### src/rtl/ppa_pkg.sv
// ppa_pkg: shared types and elaboration-time helpers for pp_accumulator.
//   ppa_state_e : accumulator FSM states (IDLE / ACCUM / DONE)
//   acc_width   : exact-sum accumulator width for a given partial-product shape
//   cnt_width   : beat counter width
//   sat_max/min : signed saturation limits for a given result width
package ppa_pkg;

  typedef enum logic [1:0] {
    ST_IDLE,
    ST_ACCUM,
    ST_DONE
  } ppa_state_e;

  function automatic int unsigned acc_width(input int unsigned dw, input int unsigned npp);
    return dw + npp;
  endfunction

  function automatic int unsigned cnt_width(input int unsigned npp);
    return (npp <= 2) ? 1 : $clog2(npp);
  endfunction

  function automatic logic signed [63:0] sat_max(input int unsigned w);
    return (64'sd1 <<< (w - 1)) - 64'sd1;
  endfunction

  function automatic logic signed [63:0] sat_min(input int unsigned w);
    return -(64'sd1 <<< (w - 1));
  endfunction

endpackage

### src/rtl/ppa_range_check.sv
// ppa_range_check: reduces the exact accumulator sum to the OUT_WIDTH result.
//   sum      in  ACC_WIDTH  exact signed sum
//   result   out OUT_WIDTH  wrapped low bits, or saturated value when
//                           PPA_SATURATE_EN is defined and the sum is out of range
//   overflow out 1          sum not representable in OUT_WIDTH bits signed
module ppa_range_check
  import ppa_pkg::*;
#(
  parameter int unsigned ACC_WIDTH = 32,
  parameter int unsigned OUT_WIDTH = 32
) (
  input  logic signed [ACC_WIDTH-1:0] sum,
  output logic        [OUT_WIDTH-1:0] result,
  output logic                        overflow
);

  if (OUT_WIDTH < ACC_WIDTH) begin : g_narrow
    // Representable iff the bits from the result sign bit upward are all equal.
    logic [ACC_WIDTH-OUT_WIDTH:0] upper;
    assign upper    = sum[ACC_WIDTH-1:OUT_WIDTH-1];
    assign overflow = !((&upper) || !(|upper));
`ifdef PPA_SATURATE_EN
    localparam logic [OUT_WIDTH-1:0] SAT_MAX = OUT_WIDTH'(sat_max(OUT_WIDTH));
    localparam logic [OUT_WIDTH-1:0] SAT_MIN = OUT_WIDTH'(sat_min(OUT_WIDTH));
    assign result = overflow ? (sum[ACC_WIDTH-1] ? SAT_MIN : SAT_MAX)
                             : sum[OUT_WIDTH-1:0];
`else
    assign result = sum[OUT_WIDTH-1:0];
`endif
  end else begin : g_full
    assign overflow = 1'b0;
    assign result   = sum[OUT_WIDTH-1:0];
  end

endmodule

### src/rtl/pp_accumulator.sv
// pp_accumulator: sequential partial-product accumulator, result = sum pp_i * 2^i
// over NUM_PP accepted beats (last beat negatively weighted when SIGNED_LAST=1).
// Optional feature macro: PPA_SATURATE_EN (saturate result on overflow).
//   clk, reset          clock / asynchronous active-high reset
//   clear               synchronous abort of the product in flight
//   pp_data, pp_valid,  partial-product input stream (valid/ready)
//   pp_ready
//   result, overflow,   accumulated product output (valid/ready)
//   result_valid,
//   result_ready
//   busy                high while accumulating or holding a result
module pp_accumulator
  import ppa_pkg::*;
#(
  parameter int unsigned DATA_WIDTH  = 16,
  parameter int unsigned NUM_PP      = 16,
  parameter int unsigned OUT_WIDTH   = 32,
  parameter bit          SIGNED_LAST = 1'b1
) (
  input  logic                         clk,
  input  logic                         reset,
  input  logic                         clear,
  input  logic signed [DATA_WIDTH-1:0] pp_data,
  input  logic                         pp_valid,
  output logic                         pp_ready,
  output logic signed [OUT_WIDTH-1:0]  result,
  output logic                         result_valid,
  input  logic                         result_ready,
  output logic                         overflow,
  output logic                         busy
);

  localparam int unsigned ACC_WIDTH = acc_width(DATA_WIDTH, NUM_PP);
  localparam int unsigned CNT_W     = cnt_width(NUM_PP);
  localparam logic [CNT_W-1:0] LAST_IDX = CNT_W'(NUM_PP - 1);

  ppa_state_e                  state, state_nx;
  logic signed [ACC_WIDTH-1:0] acc, acc_nx, term;
  logic        [CNT_W-1:0]     cnt, cnt_nx;
  logic                        accept;
  logic        [OUT_WIDTH-1:0] rc_result;
  logic                        rc_overflow;

  assign pp_ready = !reset && !clear && ((state != ST_DONE) || result_ready);
  assign accept   = pp_valid && pp_ready;

  // cnt is 0 in IDLE and DONE, so the handoff beat is weighted as beat 0.
  always_comb begin
    term = ACC_WIDTH'(pp_data) <<< cnt;
    if (SIGNED_LAST && (cnt == LAST_IDX)) term = -term;
  end

  always_ff @(posedge clk or posedge reset) begin
    if (reset) begin
      state <= ST_IDLE;
      acc   <= '0;
      cnt   <= '0;
    end else begin
      state <= state_nx;
      acc   <= acc_nx;
      cnt   <= cnt_nx;
    end
  end

  always_comb begin
    state_nx = state;
    acc_nx   = acc;
    cnt_nx   = cnt;
    if (clear) begin
      state_nx = ST_IDLE;
      acc_nx   = '0;
      cnt_nx   = '0;
    end else begin
      case (state)
        ST_IDLE: begin
          if (accept) begin
            state_nx = ST_ACCUM;
            acc_nx   = term;
            cnt_nx   = cnt + 1'b1;
          end
        end
        ST_ACCUM: begin
          if (accept) begin
            acc_nx = acc + term;
            if (cnt == LAST_IDX) begin
              state_nx = ST_DONE;
              cnt_nx   = '0;
            end else begin
              cnt_nx = cnt + 1'b1;
            end
          end
        end
        ST_DONE: begin
          if (result_ready) begin
            if (accept) begin
              state_nx = ST_ACCUM;
              acc_nx   = term;
              cnt_nx   = cnt + 1'b1;
            end else begin
              state_nx = ST_IDLE;
              acc_nx   = '0;
              cnt_nx   = '0;
            end
          end
        end
        default: begin
          state_nx = ST_IDLE;
          acc_nx   = '0;
          cnt_nx   = '0;
        end
      endcase
    end
  end

  ppa_range_check #(
    .ACC_WIDTH (ACC_WIDTH),
    .OUT_WIDTH (OUT_WIDTH)
  ) u_range_check (
    .sum      (acc),
    .result   (rc_result),
    .overflow (rc_overflow)
  );

  assign result_valid = (state == ST_DONE);
  assign result       = result_valid ? rc_result : '0;
  assign overflow     = result_valid && rc_overflow;
  assign busy         = (state != ST_IDLE);

endmodule

### config.mk
export PLATFORM = sky130hd
export DESIGN_NAME = pp_accumulator
export DESIGN_NICKNAME = d
export VERILOG_FILES = /design/src/rtl/ppa_pkg.sv /design/src/rtl/ppa_range_check.sv /design/src/rtl/pp_accumulator.sv
export SDC_FILE = /design/constraint.sdc
export NUM_CORES = 1
export LEC_CHECK = 0
export CAP_MARGIN = 20
export CORE_MARGIN = 4
export CORE_UTILIZATION = 40
export DETAILED_ROUTE_END_ITERATION = 16
export PLACE_DENSITY = 0.64
export SYNTH_ARGS = -nofsm -noshare
export SYNTH_HDL_FRONTEND = slang
export SYNTH_HIERARCHICAL = 1
export SYNTH_SLANG_ARGS = --single-unit
### constraint.sdc
create_clock -name clk -period 6 [get_ports clk]
set_clock_uncertainty 0.15 [all_clocks]
set_input_delay 0.6 -clock clk [delete_from_list [all_inputs] [get_ports clk]]
set_output_delay 0.6 -clock clk [all_outputs]
set_load 0.03 [all_outputs]
======== After elaboration in Yosys (flattened, before gate mapping) ========
Cells that the tools add are included.
storage, ports and cells
  register bits after elaboration ......... 38
  output and inout bits ................... 36
  logic and storage cells ................. 47
operators by class
  add/subtract/negate cells ............... 3
  multiplexer cells ....................... 22
  shifts and indexed selects .............. 1
  equal/unequal tests ..................... 8
  reductions and logical operators ........ 10
operators by type and width
  cell                   count
  $mux W32               7
  $pmux W32 S3           1
  $add A32 B32 Y32       1
  $neg A32 Y32           1
  $sshl A16 B4 Y32       1
  $mux W4                6
  $pmux W4 S3            1
  $mux W2                5
  $ne A3 B3 Y1 const B   3
  $pmux W2 S3            1
  $add A4 B1 Y4 const B  1
  $eq A4 B4 Y1 const B   1
  $reduce_and A4 Y1      1
  $logic_and A1 B1 Y1    3
  $ne A3 B2 Y1 const B   1
  $reduce_and A3 Y1      1
  $eq A2 B1 Y1 const B   1
  $eq A2 B2 Y1 const B   1
  $logic_not A1 Y1       2
  $logic_not A2 Y1       1
  $ne A2 B2 Y1 const B   1
  $reduce_bool A2 Y1     1
  $logic_or A1 B1 Y1     1
  $mux W1                1

======== Depth between registers and ports, before layout ========
  word-level depth ........................ 8
  depth in mapped cells ................... 23
  gate-level depth less buffers ........... 18

======== Modules after synthesis ========
The synthesis kept the hierarchy.
by module, submodules not included
  module           instances  cells an instance  area each (um2)
  pp_accumulator   1          735                5675.4
  ppa_range_check  1          34                 251.5

======== Least setup slack after synthesis ========
OpenSTA, ideal clock, no wires.
  path type ............................... register -> register
  from .................................... reg cnt[0]
  to ...................................... reg acc[29]
  arrival ................................. 4.881 ns
  path slack .............................. 0.843 ns
  stages on the path, launching flop included .. 22
  cell sequence ........................... dfrtp_1 > buf_6 > buf_2 > mux2_2 > o22ai_1 > o32ai_1 > or2_1 > nor4_4 > nand3_1 > o21a_1 > xnor2_1 > ha_1 > clkbuf_1 > nand2_1 > o21ai_0 > or4_1 > a221o_1 > a221o_1 > a211oi_1 > xor2_1 > nor2_1 > a221o_1
on the way
  longest elaborated chain between the ends .. 7
  elaborated cells between the ends (all ways) .. 11
ends and longest elaborated chain
  item                                          line                                        RTL
  start: declaration                            pp_accumulator.sv:39                        logic [CNT_W-1:0] cnt, cnt_nx;
  start signal: assignment                      pp_accumulator.sv:61                        cnt <= cnt_nx;
  $sshl A16 B4 Y32                              pp_accumulator.sv:49                        term = ACC_WIDTH'(pp_data) <<< cnt;
  $neg A32 Y32                                  pp_accumulator.sv:50                        if (SIGNED_LAST && (cnt == LAST_IDX)) term = -term;
  $mux W32 *                                    pp_accumulator.sv:50
  $add A32 B32 Y32 or $mux W32 (tied branches)  pp_accumulator.sv:84, pp_accumulator.sv:95
  $mux W32 (on tied branches)                   pp_accumulator.sv:83, pp_accumulator.sv:94
  $pmux W32 S3 *                                pp_accumulator.sv:74                        case (state)
  $mux W32 *                                    pp_accumulator.sv:69                        if (clear) begin
  end signal: assignment                        pp_accumulator.sv:60                        acc <= acc_nx;
  end: declaration                              pp_accumulator.sv:38                        logic signed [ACC_WIDTH-1:0] acc, acc_nx, term;
Every way passes the cells marked *; elsewhere a longest branch is shown, timed or not. The select of a mux whose other input is x is not followed.
A chain may end at the register's enable or synchronous reset.

======== Worst setup path after layout ========
  from .................................... reg cnt[1]
  to ...................................... reg acc[30]
The elaborated chain is that of the path after synthesis.

==> key figures <==
Pwr
  – Overall Power: slightly above 0.9 mW
  – Pwr dens: 139 nW/um^2
  – Max rail drop VDD: 0.0923 mV
  – Pleak: roughly 2.8 nW

CTS
  – Master cell of the clock root buffer: sky130_fd_sc_hd__clkbuf_16
  – Clock tree from TritonCTS: done
  – Number of buffers on the longest clock path: 2
  – Maximum level of the CTS H-tree: 2
  – Number of hold-repair buffers added at the cts stage: 0
  – # Post-CTS Setup Buffers: 0
  – Clock sink count: 38
  – Number of buffers added by the clock tree synthesis step: 5
  – Resized Gates After CTS: 0
  – Clock latency reported for the late side of the worst-skew pair: just under 0.3 ns
  – Clock Pin Slew Worst Setup and Hold Paths: ~0.06 ns

Worst setup path
  – Critical path endpoint: acc[30]$_DFFE_PP0P_
  – Critical Path End Type: flop
  – Critical path start-end classification: flop to flop
  – Reg-to-reg critical path startpoint: cnt[1]$_DFFE_PP0P_
  – Internal reg-to-reg setup slack: just under 0.4 ns
  – Biggest fanout along the worst timing path: 22
  – Launching instance or port of the critical path: cnt[1]$_DFFE_PP0P_
  – Endpoint of the worst-slack reg-to-reg timing path: acc[30]$_DFFE_PP0P_
  – Worst setup SP type: flop
  – R2R cell count: 16
  – Worst EP required: about 6.0 ns
  – Data arrival time of the worst path: 5.63 ns

Die
  – Floorplan die area: around 17,000 um^2
  – Number of core rows: between 40 and 50
  – Initial cell density of the core: 0.408
  – Count of boundary I/O pins: 57
  – Height of the die: ~130 um
  – Area of the placeable core: approximately 15,000 um^2
  – Horizontal die dimension: approximately 130 um

Synth
  – Mean post-synth cell area: between 7 and 8 um^2
  – Most frequent cell after synthesis: sky130_fd_sc_hd__nand2_1
  – Number of register bits inferred by synthesis: 38
  – Seq/Total Area, Yosys: 0.160
  – Dominant synthesized flop cell: sky130_fd_sc_hd__dfrtp_1
  – Dominant cells by area after synthesis: sky130_fd_sc_hd__dfrtp_1 (16%), sky130_fd_sc_hd__ha_1 (8.2%), sky130_fd_sc_hd__mux2i_1 (5.1%)
  – Cell Area, Synth: a little under 6000 um^2
  – Most instantiated cells after synthesis: sky130_fd_sc_hd__nand2_1 (63), sky130_fd_sc_hd__o21ai_0 (56), sky130_fd_sc_hd__a21oi_1 (51)
  – Number of library cell types mapped by synthesis: between 70 and 80
  – Number of enable-type register cells in the synthesized netlist: 0
  – Total of warnings raised by yosys: 6
  – Syn_nets: a little over 800
  – Post-synthesis async set-or-reset flop share: 1.00
  – Portion of synthesized cell area occupied by the leading cell type: 0.160
  – Gate Count Post-Synth: around 770
  – Cell accounting for the most synthesized area: sky130_fd_sc_hd__dfrtp_1

Timing
  – Share of the cycle needed by the critical path after routing: 0.934
  – Worst slew slack as a fraction of its limit: 0.529
  – Max Slew Vio Count: 0
  – Final count of negative-setup-slack endpoints: 0
  – Final hold viol count: 0
  – RSZ-0062 raised after global routing: no
  – Maximum clock frequency: between 150 and 200 MHz
  – Hold WS: roughly 0.37 ns
  – Slew @ Worst Pin: just over 0.7 ns
  – Final min period: between 5 and 6 ns
  – Smallest setup slack after layout: 0.396 ns
  – Setup tns final: 0 ns

Outcome
  – Run status: completed

Finish
  – Diode count: 0
  – Area growth from synthesis to layout: 12.3%
  – Final instance area: between 6000 and 7000 um^2
  – Proportion of layout cells with a drive suffix above 1: 0.0935
  – Total number of nets in the final design: about 840
  – Post-route insts no fill: 965
  – Utilization after layout: 0.458

Drt
  – Via count: about 5,700
  – Routed len/inst: between 15 and 20 um
  – Post-DR vias/cell: around 5.9
  – Antenna Violating Nets Remaining: 0
  – Detailed Routing Iterations Pass 1: 5
  – Count of unresolved DRC violations after routing: 0
  – Routed WL: roughly 16,000 um
  – Initial DRC count: approximately 460

Place
  – Weighted congestion reported at the end of routability-driven placement: between 0.9 and 1
  – Area after detailed placement: around 6500 um^2
  – Worst Setup Slack post-DPL: ~0.29 ns
  – Post-detail-place hpwl: about 13,000 um
  – Placed instance count: 956
  – Port bufs: between 50 and 60

Flow run
  – Max-cap violations: 0

Global route
  – Number of antenna violations at the first check in global routing: 0
  – Total global routing track utilization: 0.194
  – First-pass GRT wire length: between 20,000 and 30,000 um
  – Largest net degree at the start of global routing: 39
  – Total congestion overflow: 0
  – Vias in the first global route: between 5,000 and 6,000

Hold path
  – Type of the tightest min-delay check: flop to flop
## final cells by class
class / instances / area (um^2)
Clock buffer: 7 / 133
Clock inverter: 1 / 30.0
Fill cell: 1477 / 7880
Inverter: 25 / 93.8
Multi-Input combinational cell: 624 / 4430
Sequential cell: 38 / 952
Tap cell: 184 / 230
Timing Repair Buffer: 86 / 791
## routing by layer
layer	track usage	vias up	wire length, um
li1	-	2848	-
met1	0.283	2689	8020
met2	0.310	155	7420
met3	0.0188	14	720
met4	0.0446	0	201
met5	0	-	0
## kinds of logic after synthesis
group | Yosys count | share of synthesized area
compound gates | 247 | 0.281
simple gates | 243 | 0.216
buf+inv | 107 | 0.0929
mux | 53 | 0.104
fa+ha+maj | 40 | 0.0857
xor+xnor | 40 | 0.0591
flops | 38 | 0.160
other cells | 1 | 0.000633
## cells in the final DEF, fill, tap and decap left out, types with 6 or more instances in the layout
cell type	netlist	layout
sky130_fd_sc_hd__inv_1	24	24
sky130_fd_sc_hd__a2111oi_0	6	6
sky130_fd_sc_hd__mux2i_1	30	30
sky130_fd_sc_hd__nand2b_1	11	11
sky130_fd_sc_hd__nor2b_1	14	13
sky130_fd_sc_hd__a21o_1	16	16
sky130_fd_sc_hd__o21bai_1	6	6
sky130_fd_sc_hd__and2_1	39	39
sky130_fd_sc_hd__o22ai_1	12	12
sky130_fd_sc_hd__a221o_1	12	12
sky130_fd_sc_hd__buf_4	33	30
sky130_fd_sc_hd__a211oi_1	9	9
sky130_fd_sc_hd__nand2_1	63	63
sky130_fd_sc_hd__a22o_1	6	6
sky130_fd_sc_hd__xnor2_1	25	25
sky130_fd_sc_hd__nand3_1	12	12
sky130_fd_sc_hd__mux2_2	16	16
sky130_fd_sc_hd__clkdlybuf4s50_1	0	55
sky130_fd_sc_hd__a31oi_1	10	10
sky130_fd_sc_hd__a41oi_1	9	9
sky130_fd_sc_hd__a21oi_1	51	51
sky130_fd_sc_hd__xor2_1	15	15
sky130_fd_sc_hd__nor3_1	16	16
sky130_fd_sc_hd__ha_1	39	39
sky130_fd_sc_hd__o21ai_0	56	56
sky130_fd_sc_hd__nand4_1	8	8
sky130_fd_sc_hd__dfrtp_1	38	37
sky130_fd_sc_hd__a22oi_1	18	18
sky130_fd_sc_hd__nor2_1	43	43
## power by group
group,internal (mW),total (mW),switching [mW]
Clock,0.197,0.312,0.115
Combinational,0.144,0.333,0.190
Sequential,0.267,0.281,0.0140
Total,0.608,0.926,0.319
## sequential cells by signal, indices dropped and copies added, names as in the netlist
register,flops
cnt,4
state,2
acc,32
## worst min-delay path by stage
| stage | to | slack (ns) | startpoint | cells after the start |
|---|---|---|---|---|
| 5_1_grt | acc[5]$_DFFE_PP0P_ | 0.39 | acc[5]$_DFFE_PP0P_ | 2 |
| 3_3_place_gp | acc[7]$_DFFE_PP0P_ | 0.35 | acc[7]$_DFFE_PP0P_ | 2 |
| 4_1_cts | acc[5]$_DFFE_PP0P_ | 0.37 | acc[5]$_DFFE_PP0P_ | 2 |
| 6_report | acc[6]$_DFFE_PP0P_ | 0.37 | acc[6]$_DFFE_PP0P_ | 2 |
| 3_5_place_dp | acc[5]$_DFFE_PP0P_ | 0.36 | acc[5]$_DFFE_PP0P_ | 2 |
| 2_1_floorplan | acc[0]$_DFFE_PP0P_ | 0.33 | acc[0]$_DFFE_PP0P_ | 2 |
## critical path, cell delays in order (launching register included)
cell and delay (ns):
sky130_fd_sc_hd__dfrtp_1 0.79, sky130_fd_sc_hd__or2_0 0.42, sky130_fd_sc_hd__nor3_1 0.15, sky130_fd_sc_hd__or4b_2 0.71, sky130_fd_sc_hd__nand4_1 0.16, sky130_fd_sc_hd__buf_4 0.15, sky130_fd_sc_hd__a21oi_4 0.07, sky130_fd_sc_hd__a41oi_1 0.25
sky130_fd_sc_hd__xor2_1 0.32, sky130_fd_sc_hd__ha_1 0.36, sky130_fd_sc_hd__and2_0 0.26, sky130_fd_sc_hd__a21oi_1 0.31, sky130_fd_sc_hd__o2111ai_1 0.20, sky130_fd_sc_hd__a221oi_1 0.46, sky130_fd_sc_hd__o21ai_0 0.23, sky130_fd_sc_hd__xor2_1 0.18
sky130_fd_sc_hd__a221o_1 0.30
Note: power is estimated with default switching activity, not from simulation.
